`config.mk`:
```
export PLATFORM = sky130hd
export DESIGN_NAME = operand_capture
export DESIGN_NICKNAME = d
export VERILOG_FILES = /design/src/rtl/operand_capture_pkg.sv /design/src/rtl/operand_capture_debounce.sv /design/src/rtl/operand_capture.sv
export SDC_FILE = /design/constraint.sdc
export NUM_CORES = 1
export LEC_CHECK = 0
export CAP_MARGIN = 15
export CORE_AREA = 2 2 79 81
export DETAILED_ROUTE_END_ITERATION = 6
export DIE_AREA = 0 0 81 83
export PLACE_DENSITY = 0.75
export SYNTH_ARGS = -nofsm -noshare
export SYNTH_HDL_FRONTEND = slang
export SYNTH_HIERARCHICAL = 1
export SYNTH_SLANG_ARGS = --single-unit
```
`constraint.sdc`:
```
create_clock -name clk -period 1.9 [get_ports clk]
set_input_delay 0.475 -clock clk [delete_from_list [all_inputs] [get_ports clk]]
set_output_delay 0.475 -clock clk [all_outputs]
set_load 0.03 [all_outputs]
```
`src/rtl/operand_capture_pkg.sv`:
```
// Shared types for the operand capture front end: FSM encoding and the
// press-to-load arbitration used by the top level.
package operand_capture_pkg;

  localparam int DEF_WIDTH = 4;

  typedef enum logic [1:0] {
    ST_EMPTY  = 2'd0,
    ST_HAVE_A = 2'd1,
    ST_HAVE_B = 2'd2,
    ST_BOTH   = 2'd3
  } state_e;

  typedef struct packed {
    logic ld_a;
    logic ld_b;
  } load_t;

  // Button 0 (A) wins a same-cycle tie; B's press is dropped, not deferred.
  function automatic load_t arbitrate(input logic [1:0] press);
    load_t l;
    l.ld_a = press[0];
    l.ld_b = press[1] & ~press[0];
    return l;
  endfunction

endpackage

```
`src/rtl/operand_capture_debounce.sv`:
```
// Per-button conditioning: 2-flop synchroniser, stability counter and
// rising-edge detect producing a single-cycle press.
module pb_debounce #(
  parameter int DEBOUNCE_CYCLES = 500000
) (
  input  logic clk,
  input  logic rst_n,
  input  logic raw,
  output logic press
);

  localparam int CW = $clog2(DEBOUNCE_CYCLES);
  localparam logic [CW-1:0] CNT_MAX = CW'(DEBOUNCE_CYCLES - 1);

  logic          s1, s2;
  logic          stable, stable_d;
  logic [CW-1:0] cnt;

  always_ff @(posedge clk or negedge rst_n) begin
    if (!rst_n) begin
      s1       <= 1'b0;
      s2       <= 1'b0;
      stable   <= 1'b0;
      stable_d <= 1'b0;
      cnt      <= '0;
    end else begin
      s1       <= raw;
      s2       <= s1;
      stable_d <= stable;
      // Any sample matching the accepted level restarts the stability window.
      if (s2 == stable) begin
        cnt <= '0;
      end else if (cnt == CNT_MAX) begin
        stable <= s2;
        cnt    <= '0;
      end else begin
        cnt <= cnt + 1'b1;
      end
    end
  end

  assign press = stable & ~stable_d;

endmodule

```
`src/rtl/operand_capture.sv`:
```
// Board-side front end for the equality checker: debounced buttons load
// synchronised switch values into operand registers and track validity.
module operand_capture
  import operand_capture_pkg::*;
#(
  parameter int WIDTH           = DEF_WIDTH,
  parameter int DEBOUNCE_CYCLES = 500000
) (
  input  logic             clk,
  input  logic             rst_n,
  input  logic [WIDTH-1:0] no,
  input  logic             push1,
  input  logic             push2,
  output logic [WIDTH-1:0] a,
  output logic [WIDTH-1:0] b,
  output logic             a_valid,
  output logic             b_valid,
  output logic             ready,
  output logic             upd
);

  logic [1:0]       press;
  logic [WIDTH-1:0] no_s1, no_s2;
  load_t            ld;
  state_e           state_q, state_d;

  pb_debounce #(.DEBOUNCE_CYCLES(DEBOUNCE_CYCLES)) u_db [1:0] (
    .clk   (clk),
    .rst_n (rst_n),
    .raw   ({push2, push1}),
    .press (press)
  );

  assign ld = arbitrate(press);

  always_comb begin
    state_d = state_q;
    unique case (state_q)
      ST_EMPTY:  if (ld.ld_a) state_d = ST_HAVE_A;
                 else if (ld.ld_b) state_d = ST_HAVE_B;
      ST_HAVE_A: if (ld.ld_b) state_d = ST_BOTH;
      ST_HAVE_B: if (ld.ld_a) state_d = ST_BOTH;
      ST_BOTH:   state_d = ST_BOTH;
    endcase
  end

  always_ff @(posedge clk or negedge rst_n) begin
    if (!rst_n) begin
      no_s1   <= '0;
      no_s2   <= '0;
      a       <= '0;
      b       <= '0;
      upd     <= 1'b0;
      state_q <= ST_EMPTY;
    end else begin
      no_s1   <= no;
      no_s2   <= no_s1;
      upd     <= ld.ld_a | ld.ld_b;
      state_q <= state_d;
      if (ld.ld_a) a <= no_s2;
      if (ld.ld_b) b <= no_s2;
    end
  end

  // Validity decodes straight from the state bits (HAVE_A=01, HAVE_B=10, BOTH=11).
  assign a_valid = state_q[0];
  assign b_valid = state_q[1];
  assign ready   = (state_q == ST_BOTH);

endmodule

```
==> flow_metrics.py, run 1 <==
metrics = {
    "run_status": {
        "status": "finished, final reports clean",
    },
    "setup_path": {
        "cp_top_family": "simple AND/OR/NAND/NOR gates",
        "timing.rr.start": "u_db[1]/cnt[1]",
        "crit_chain": "ha_2, nand4_4, or4_4, or3_1, a21oi_1",
        "crit_path_max_incr_delay_ns": 0.55,
        "endpoint": "u_db[1]/cnt[16]",
        "path_class": "flop to flop",
        "crit_buf_inv": 0,
        "worstPathArrival_ns": 2.10,
        "crit_start": "u_db[1]/cnt[1]",
        "end_kind": "flop",
        "crit_fanout": 4,
        "cp.depth": 5,
        "cp_slowest_cell": "or4_4",
        "reg2reg_depth": 5,
        "r2r-end": "u_db[1]/cnt[16]",
        "startpoint_type": "flop",
        "regToRegSetupSlack_ns": 0.06,
        "critPathRequiredTime_ns": 2.16,
    },
    "logic_synthesis": {
        "synth_cells": 246,
        "synth_area_per_cell_um2": 11.6,
        "yosysTopAreaCell": "dfrtp_1",
        "synth-seq-cells": 65,
        "synth_top_area_share_pct": 57.2,
        "seq_area_frac_synth_pct": 57.2,
        "yosysWarnings": 6,
        "syn-num-nets": 256,
        "syn_area_mm2": 0.00284,
        "synth_area_leaders": "dfrtp_1 (57%), xnor2_1 (8.0%), nor2_1 (5.0%)",
        "synth.distinct_cells": 30,
    },
    "cells_and_area": {
        "n_antenna_cell": 0,
        "fillerInstances": 497,
        "finalNonFillerCells": 365,
        "seq_area_mm2": 0.00163,
        "multi_input_area_mm2": 0.00118,
        "layout-drive-gt1-share_pct": 18.6,
        "nNetsFinal": 295,
        "layout-area-overhead-vs-synth_pct": 21.8,
    },
    "grt": {
        "grt-ovfl-total": 0,
        "grt_pass1_vias": 1873,
        "grt_pass1_wl_um": 8360,
        "track_usage_pct": 16.2,
        "antenna_found_initial": 0,
        "grt_max_degree": 51,
    },
    "timing": {
        "fin_hold_ws_ns": 0.0431,
        "fin_skew_ns": 0.00644,
        "layout_min_cycle_time_ns": 1.84,
        "relSlewSlack_pct": 70.2,
        "clock.fmax_ghz": 0.544,
        "rsz0062_at_grt": "true",
        "setup_violations": 0,
        "final_max_slew_viol_count": 0,
        "worst_pin_slew_ns": 0.444,
        "hold_viol": 0,
        "fin_crit_sh_pct": 96.8,
    },
    "clock_network": {
        "post_cts_buffers": 0,
        "cts.sinks": 65,
        "max-clock-path-buffers": 2,
        "clk_latency_ns": 0.33,
        "clk_pin_slew_worst_paths_ns": 0.07,
        "cts_tree": "yes",
        "cts_buffers": 9,
        "root_buffer": "clkbuf_8",
        "htree_levels": 3,
    },
    "drt": {
        "wl_per_cell_um": 13.5,
        "drc": 0,
        "dr.pass1.iters": 4,
        "wirelength_um": 4930,
        "vias_per_cell": 5.18,
        "vias": 1889,
        "antenna_left": 0,
        "drtIter0Drc": 79,
    },
    "pwr": {
        "p_leak_nw": 1.54,
        "power_density_mw_per_mm2": 806,
        "ir_drop_uv": 418,
    },
    "floorplan": {
        "dieArea_mm2": 0.00672,
        "ios": 20,
        "chipWidth_um": 81,
        "fp.coreArea_mm2": 0.00582,
        "initial_core_util_pct": 48.9,
        "row_count": 28,
        "die_h_um": 83,
    },
    "placement": {
        "placed_cells": 349,
        "place_congestion": 0.816,
        "port_buffers": 19,
        "place.detailed.hpwl_um": 3430,
    },
    "worst_hold_path": {
        "min-delay-path-class": "input pin to async pin",
    },
    "run": {
        "cap_viol_max_count": 0,
    },
}
-- flip-flops by register name, indices dropped and copies added, names as in the netlist --
register       flops
b                  4
u_db/s2            2
u_db/cnt          38
u_db/stable_d      2
a                  4
state_q            2
no_s1              4
u_db/stable        2
u_db/s1            2
no_s2              4
upd                1
-- cells in the final DEF (no fill, tap or decap), types with 8 or more instances in the layout --
| cell | instances |
|---|---|
| nand4_1 | 8 |
| clkdlybuf4s50_1 | 13 |
| nor2_1 | 38 |
| nor3_1 | 8 |
| xnor2_1 | 26 |
| inv_1 | 10 |
| clkbuf_8 | 9 |
| buf_4 | 12 |
| nor4_1 | 8 |
| nand2_1 | 10 |
| dfrtp_1 | 65 |
| nand3_1 | 14 |
-- metal layers --
layer	vias to the layer above	part of all wire, %	GRT usage, %
li1	923	-	-
met1	914	45	21.0
met2	44	49	24.8
met3	8	3.9	5.87
met4	0	1.8	6.01
met5	-	0	0
-- synthesized netlist by cell type --
| cell type | instances |
|---|---|
| dfrtp_1 | 65 |
| nand4_1 | 8 |
| o21ai_0 | 4 |
| mux2_2 | 6 |
| buf_2 | 2 |
| nor2b_1 | 4 |
| nor3_1 | 8 |
| o41ai_4 | 2 |
| or3_1 | 4 |
| buf_4 | 2 |
| ha_1 | 2 |
| or4_4 | 2 |
| xor2_1 | 4 |
| nor4b_1 | 2 |
| nand4_4 | 2 |
| xnor2_1 | 26 |
| mux2_4 | 4 |
| a21oi_1 | 6 |
| nand3_1 | 14 |
| inv_1 | 10 |
| nor4_1 | 10 |
| nor2_1 | 38 |
| nand2b_1 | 1 |
| or2_1 | 1 |
| and2_1 | 3 |
| nor4_2 | 2 |
| nand2_1 | 10 |
| or2_2 | 1 |
| nand2b_4 | 1 |
| mux2i_1 | 2 |
-- final cells by class --
class | instances | share of cell area [%]
inverters | 10 | 1.08
clock inverters | 7 | 2.75
clock buffers | 9 | 3.58
multi-input cells | 167 | 34.1
well taps | 75 | 2.71
repair buffers | 32 | 8.79
flip-flops and latches | 65 | 47.0
-- through the flow --
step	util (%)	power (mW)	area, um2	TNS, ns	setup WS [ns]
finish	59.5	2.79	3460	0	0.0609
global route	59.5	2.92	3460	-0.106	-0.0192
CTS	59.0	2.83	3430	0	0.0118
detailed placement	55.1	1.55	3210	0	0.0250
global placement	55.1	1.55	3210	0	0.0926
floorplan	-	1.49	2840	0	0.0313
-- worst reg2reg max path: cells and delay by family, from the launching register on --
| family | cells | cell delay (ns) |
|---|---|---|
| compound gates | 1 | 0.16 |
| fa+ha+maj | 1 | 0.24 |
| flops | 1 | 0.39 |
| simple gates | 3 | 0.97 |
-- cell families (layout without fill, tap and decap cells) --
group,Yosys count,after routing,share of synthesized area (%)
and+or+nand+nor,111,111,21.5
AOI/OAI and AO/OA,12,12,3.70
adders and majority gates,2,2,0.881
buffers and inverters,14,58,2.20
DFF,65,65,57.2
xor gates and xnor gates,30,30,9.25
muxes,12,12,5.20
-- worst min-delay path by stage --
stage / slack [ns] / cells past startpoint / endpoint / start
finish: 0.04 / 1 / u_db[0]/s1 / rst_n
global route: 0.06 / 1 / u_db[0]/cnt[8] / rst_n
CTS: 0.04 / 1 / u_db[0]/cnt[10] / rst_n
detailed placement: 0.34 / 0 / no_s2[3] / no_s1[3]
global placement: 0.33 / 0 / no_s2[0] / no_s1[0]
floorplan: 0.18 / 0 / a[0] / rst_n
-- timing repair --
action                     CTS  global route
resized for setup            2             8
pin swaps                    0             3
hold endpoints to repair     0             0
setup endpoints to repair    2            24
hold buffers                 0             0
-- where the power goes --
| group | leakage (nW) | switching [mW] | internal, mW |
|---|---|---|---|
| registers | 0.876 | 0.0206 | 1.41 |
| clock network | 0.109 | 0.528 | 0.737 |
| logic | 0.558 | 0.0562 | 0.0428 |
| total | 1.54 | 0.604 | 2.19 |
(Power assumes the default switching activity.)
==> run 2, diff against run 1 <==
PLACE_DENSITY = 0.73   (was 0.75)
SKIP_CTS_REPAIR_TIMING = 1   (was unset)
TNS_END_PERCENT = 30   (was unset)
clock period = 1.8 ns   (was 1.9 ns; I/O delays follow)
==> run 2 against run 1 <==
  * Non-clock buffer count grew 21
  * Wire length grew 11%
  * Power grew 3.0%
  * Sequential share of layout area shrank 2.8 points
  * Final area grew 6.3%
  * Die area is the same
  * Register-to-register slack lost 0.05 ns
  * Utilization grew 3.8 points
  * Hold slack lost 0.0073 ns
  * First-iteration DRC count grew 14%
  * Critical path type unchanged
==> flow_metrics.py, run 2 (synthesis gave the netlist of run 1 again) <==
metrics = {
    "timing": {
        "hold_viol": 0,
        "setup_violations": 0,
        "worst_pin_slew_ns": 0.430,
        "final_max_slew_viol_count": 0,
        "clock.fmax_ghz": 0.558,
        "fin_crit_sh_pct": 99.5,
        "rsz0062_at_grt": "true",
        "fin_hold_ws_ns": 0.0358,
        "relSlewSlack_pct": 71.3,
        "layout_min_cycle_time_ns": 1.79,
        "fin_skew_ns": 0.00932,
    },
    "drt": {
        "drc": 0,
        "wl_per_cell_um": 14.2,
        "wirelength_um": 5460,
        "dr.pass1.iters": 5,
        "vias": 1996,
        "antenna_left": 0,
        "drtIter0Drc": 90,
        "vias_per_cell": 5.17,
    },
    "grt": {
        "grt-ovfl-total": 0,
        "track_usage_pct": 17.8,
        "grt_max_degree": 29,
        "antenna_found_initial": 0,
        "grt_pass1_wl_um": 9200,
        "grt_pass1_vias": 2014,
    },
    "clock_network": {
        "cts.sinks": 65,
        "clk_latency_ns": 0.35,
        "cts_buffers": 9,
        "clk_pin_slew_worst_paths_ns": 0.08,
        "max-clock-path-buffers": 2,
        "htree_levels": 3,
        "cts_tree": "yes",
        "root_buffer": "clkbuf_8",
    },
    "placement": {
        "place_congestion": 0.795,
        "place.detailed.hpwl_um": 3760,
        "port_buffers": 19,
    },
    "floorplan": {
        "chipWidth_um": 81,
        "initial_core_util_pct": 48.9,
        "die_h_um": 83,
        "row_count": 28,
        "dieArea_mm2": 0.00672,
        "fp.coreArea_mm2": 0.00582,
        "ios": 20,
    },
    "setup_path": {
        "end_kind": "flop",
        "worstPathArrival_ns": 2.02,
        "r2r-end": "u_db[0]/stable",
        "cp_top_family": "simple AND/OR/NAND/NOR gates",
        "crit_chain": "nor4_2, nand4_1, nor4_2, mux2_2",
        "path_class": "flop to flop",
        "cp_slowest_cell": "dfrtp_1",
        "critPathRequiredTime_ns": 2.03,
        "crit_path_max_incr_delay_ns": 0.40,
        "startpoint_type": "flop",
        "path_common_cell": "nor4_2",
        "regToRegSetupSlack_ns": 0.009,
        "crit_fanout": 2,
        "reg2reg_depth": 4,
        "cp.depth": 4,
        "timing.rr.start": "u_db[0]/cnt[9]",
        "crit_buf_inv": 0,
    },
    "cells_and_area": {
        "layout-area-overhead-vs-synth_pct": 29.5,
        "regMostFlops": "u_db/cnt",
        "layout_common_cells": "dfrtp_1 (65), nor2_1 (38), buf_4 (30)",
        "largest_register_ffs": 38,
        "seq_area_mm2": 0.00163,
        "layout-drive-gt1-share_pct": 25.1,
        "final_util_pct": 63.3,
        "fillerInstances": 474,
        "layout_commonest_cell": "dfrtp_1",
        "nNetsFinal": 316,
        "multi_input_area_mm2": 0.00122,
        "n_antenna_cell": 0,
    },
    "pwr": {
        "ir_drop_uv": 532,
        "p_leak_nw": 1.80,
        "p_total_mw": 2.88,
        "power_density_mw_per_mm2": 781,
    },
    "run": {
        "cap_viol_max_count": 0,
    },
    "run_status": {
        "status": "finished, final reports clean",
    },
    "worst_hold_path": {
        "min-delay-path-class": "input pin to async pin",
    },
}
## run 2: layout make-up
type	instances	share of cell area [%]
Clock buffer	9	3.37
Sequential cell	65	44.2
Clock inverter	7	2.14
Timing Repair Buffer	53	13.7
Inverter	10	1.02
Multi-Input combinational cell	167	33.1
Tap cell	75	2.55
## run 2: per-layer routing
metal | global-route usage, % | vias up | share of wire (%)
met5 | 0 | - | 0
met4 | 9.24 | 0 | 1.8
li1 | - | 970 | -
met1 | 24.1 | 981 | 47
met2 | 26.7 | 35 | 49
met3 | 4.02 | 10 | 2.9
## run 2: where the power goes
group / internal, mW / switching, mW / total (mW)
logic: 0.0596 / 0.0670 / 0.127
registers: 1.48 / 0.0204 / 1.50
clock network: 0.647 / 0.597 / 1.24
total: 2.19 / 0.685 / 2.88
## run 2: metrics by stage
stage | cell area, um2 | setup slack, ns | TNS [ns] | std cells
after CTS | 3600 | -0.197 | -0.945 | 385
after floorplan | 2870 | -0.00708 | -0.0141 | 246
after global placement | 3390 | 0.00466 | 0 | 369
after global routing | 3680 | -0.124 | -0.835 | 386
after detailed placement | 3390 | -0.0273 | -0.129 | 369
final | 3680 | 0.00879 | 0 | 386
## run 2: worst max-delay path by stage
stage / slack, ns / from / to
2_1_floorplan: -0.007 / u_db[1]/cnt[0] / u_db[1]/cnt[16]
3_3_place_gp: 0.005 / u_db[0]/cnt[9] / u_db[0]/stable
3_5_place_dp: -0.03 / u_db[0]/cnt[9] / u_db[0]/stable
4_1_cts: -0.20 / state_q[1] / ready
5_1_grt: -0.12 / u_db[1]/cnt[6] / u_db[1]/stable
6_report: 0.009 / u_db[0]/cnt[9] / u_db[0]/stable
==> run 3, diff against run 2 <==
CORE_AREA = 2 2 78 80   (was 2 2 79 81)
DIE_AREA = 0 0 80 82   (was 0 0 81 83)
SYNTH_HIERARCHICAL = unset   (was 1)
==> run 3 against run 2 <==
  * The run now ends with setup timing left
  * Highest routed layer unchanged
  * Hold slack better by 0.013 ns
  * Global-route usage down 1.2 points
  * Critical path depth unchanged
  * Largest power group unchanged
  * Combinational power down 24%
  * Clock skew up 0.0015 ns
==> flow_metrics.py, run 3 <==
metrics = {
    "run_status": {
        "status": "finished with violations",
        "failed_checks": "setup timing",
    },
    "logic_synthesis": {
        "synth_edf_count": 0,
        "syn-num-nets": 259,
        "seq_area_frac_synth_pct": 59.1,
        "synth_top_area_share_pct": 59.1,
        "synth-async-reset-ratio_pct": 100,
        "syn_area_mm2": 0.00275,
        "synth_area_leaders": "dfrtp_1 (59%), xor2_1 (4.8%), nor2_1 (4.1%)",
        "yosysWarnings": 0,
        "synth_area_per_cell_um2": 11.1,
        "synth.most_common_cell": "dfrtp_1",
        "synth_cells": 249,
        "synth.distinct_cells": 34,
        "yosysTopAreaCell": "dfrtp_1",
        "synthTopCellsByCount": "dfrtp_1 (65), nor2_1 (30), nand2_1 (24)",
        "synth_flop_cell": "dfrtp_1",
        "synth-seq-cells": 65,
    },
    "cells_and_area": {
        "nNetsFinal": 307,
        "n_antenna_cell": 0,
        "layout_common_cells": "dfrtp_1 (65), nor2_1 (29), nand2_1 (24)",
        "seq_area_mm2": 0.00163,
        "regMostFlops": "u_db.cnt",
        "multi_input_area_mm2": 0.00110,
        "finalInstanceArea_mm2": 0.00350,
        "layout-drive-gt1-share_pct": 17.9,
        "layout-area-overhead-vs-synth_pct": 27.1,
        "layout_commonest_cell": "dfrtp_1",
        "largest_register_ffs": 38,
        "fillerInstances": 465,
    },
    "timing": {
        "relSlewSlack_pct": 70.0,
        "setup_violations": 19,
        "fin_crit_sh_pct": 111,
        "fin_skew_ns": 0.0108,
        "layout_min_cycle_time_ns": 2.00,
        "worst_pin_slew_ns": 0.450,
        "final_max_slew_viol_count": 0,
        "hold_viol": 0,
        "clock.fmax_ghz": 0.501,
        "rsz0062_at_grt": "true",
        "layout_setup_ws_ns": -0.195,
        "fin_tns_setup_ns": -2.67,
    },
    "placement": {
        "place_congestion": 0.802,
        "place.detailed.hpwl_um": 3400,
        "dpl_cell_area_mm2": 0.00321,
        "post-place-ws_ns": -0.210,
        "port_buffers": 19,
    },
    "pwr": {
        "ir_drop_uv": 663,
        "p_total_mw": 3.08,
        "p_leak_nw": 1.79,
        "power_density_mw_per_mm2": 881,
    },
    "floorplan": {
        "row_count": 28,
        "die_h_um": 82,
        "ios": 20,
        "chipWidth_um": 80,
        "dieArea_mm2": 0.00656,
        "initial_core_util_pct": 47.9,
        "fp.coreArea_mm2": 0.00575,
    },
    "setup_path": {
        "startpoint_type": "flop",
        "end_kind": "flop",
        "worstPathArrival_ns": 2.22,
        "crit_fanout": 2,
        "critPathRequiredTime_ns": 2.03,
        "path_class": "flop to flop",
    },
    "grt": {
        "track_usage_pct": 16.7,
        "antenna_found_initial": 0,
        "grt-ovfl-total": 0,
        "grt_max_degree": 41,
        "grt_pass1_wl_um": 8310,
        "grt_pass1_vias": 1882,
    },
    "drt": {
        "dr.pass1.iters": 4,
        "drc": 0,
        "top_layer_used": "met4",
        "vias": 1958,
        "m1WireLength_um": 2230,
        "vias_per_cell": 5.19,
        "route.met3.wl_um": 184,
        "antenna_left": 0,
        "wl_met2_um": 2340,
        "drtIter0Drc": 74,
        "wirelength_um": 4860,
        "wl_per_cell_um": 12.9,
    },
    "run": {
        "cap_viol_max_count": 0,
    },
    "worst_hold_path": {
        "min-delay-path-class": "input pin to async pin",
    },
    "clock_network": {
        "root_buffer": "clkbuf_8",
        "max-clock-path-buffers": 2,
        "clk_latency_ns": 0.34,
        "cts_tree": "yes",
        "clk_pin_slew_worst_paths_ns": 0.08,
        "cts_buffers": 9,
        "cts.sinks": 65,
        "htree_levels": 3,
    },
}
## run 3: cell count changes in the layout (fill, tap and decap cells not counted), moves of 6 or more
| cell | change |
|---|---|
| buf_4 | -8 |
| nor3_1 | -6 |
| xor2_1 | +11 |
| nor2_1 | -9 |
| xnor2_1 | -16 |
| nand2_1 | +14 |
## run 3: cells by family (layout without fill, tap and decap cells)
group / count (synthesis) / in the layout / synth area share (%)
AOI/OAI and AO/OA: 25 / 25 / 5.41
DFF: 65 / 65 / 59.1
and+or+nand+nor: 115 / 115 / 22.4
muxes: 6 / 6 / 2.45
adders and majority gates: 2 / 2 / 0.909
buffers and inverters: 11 / 64 / 1.77
xor gates and xnor gates: 25 / 25 / 7.95
## run 3: final timing paths
check	start	endpoint	slack (ns)	cells after the start
max in group asynchronous	rst_n	a[1]	1.20	2
min in group clk	no_s1[1]	no_s2[1]	0.35	0
min	rst_n	u_db[1].cnt[0]	0.05	1
min reg2reg	no_s1[1]	no_s2[1]	0.35	0
max reg2reg	u_db[1].cnt[9]	u_db[1].stable	-0.20	4
max	u_db[1].cnt[9]	u_db[1].stable	-0.20	4
## run 3: metrics by stage
step | hold WS (ns) | cells | util (%)
6_report | 0.0486 | 377 | 60.9
3_5_place_dp | 0.335 | 361 | 55.8
2_1_floorplan | 0.154 | 249 | -
3_3_place_gp | 0.333 | 361 | 55.8
4_1_cts | 0.0535 | 377 | 60.1
5_1_grt | 0.0703 | 377 | 60.9
## run 3: per-layer routing
layer	global-route usage, %	vias up
met5	0	-
met4	9.32	0
met3	4.84	10
met2	25.8	32
met1	21.1	953
li1	-	963
## run 3: area by class of cell
type	count	share of cell area, %
clock inverters	7	3.40
well taps	75	2.68
inverters	5	0.536
flip-flops and latches	65	46.5
multi-input cells	173	31.4
repair buffers	43	12.0
clock buffers	9	3.54
## run 3: worst max-delay path, cell delays in order (launching register included)
cell,delay [ns]
dfrtp_1,0.38
or4b_1,0.52
or4_4,0.55
nor2_2,0.10
mux2_2,0.33
## run 3: report_power, final
| group | leakage (nW) | switching [mW] | total, mW | internal [mW] |
|---|---|---|---|---|
| clock network | 0.115 | 0.567 | 1.49 | 0.919 |
| registers | 0.876 | 0.0156 | 1.50 | 1.48 |
| logic | 0.800 | 0.0567 | 0.0969 | 0.0402 |
| total | 1.79 | 0.639 | 3.08 | 2.44 |
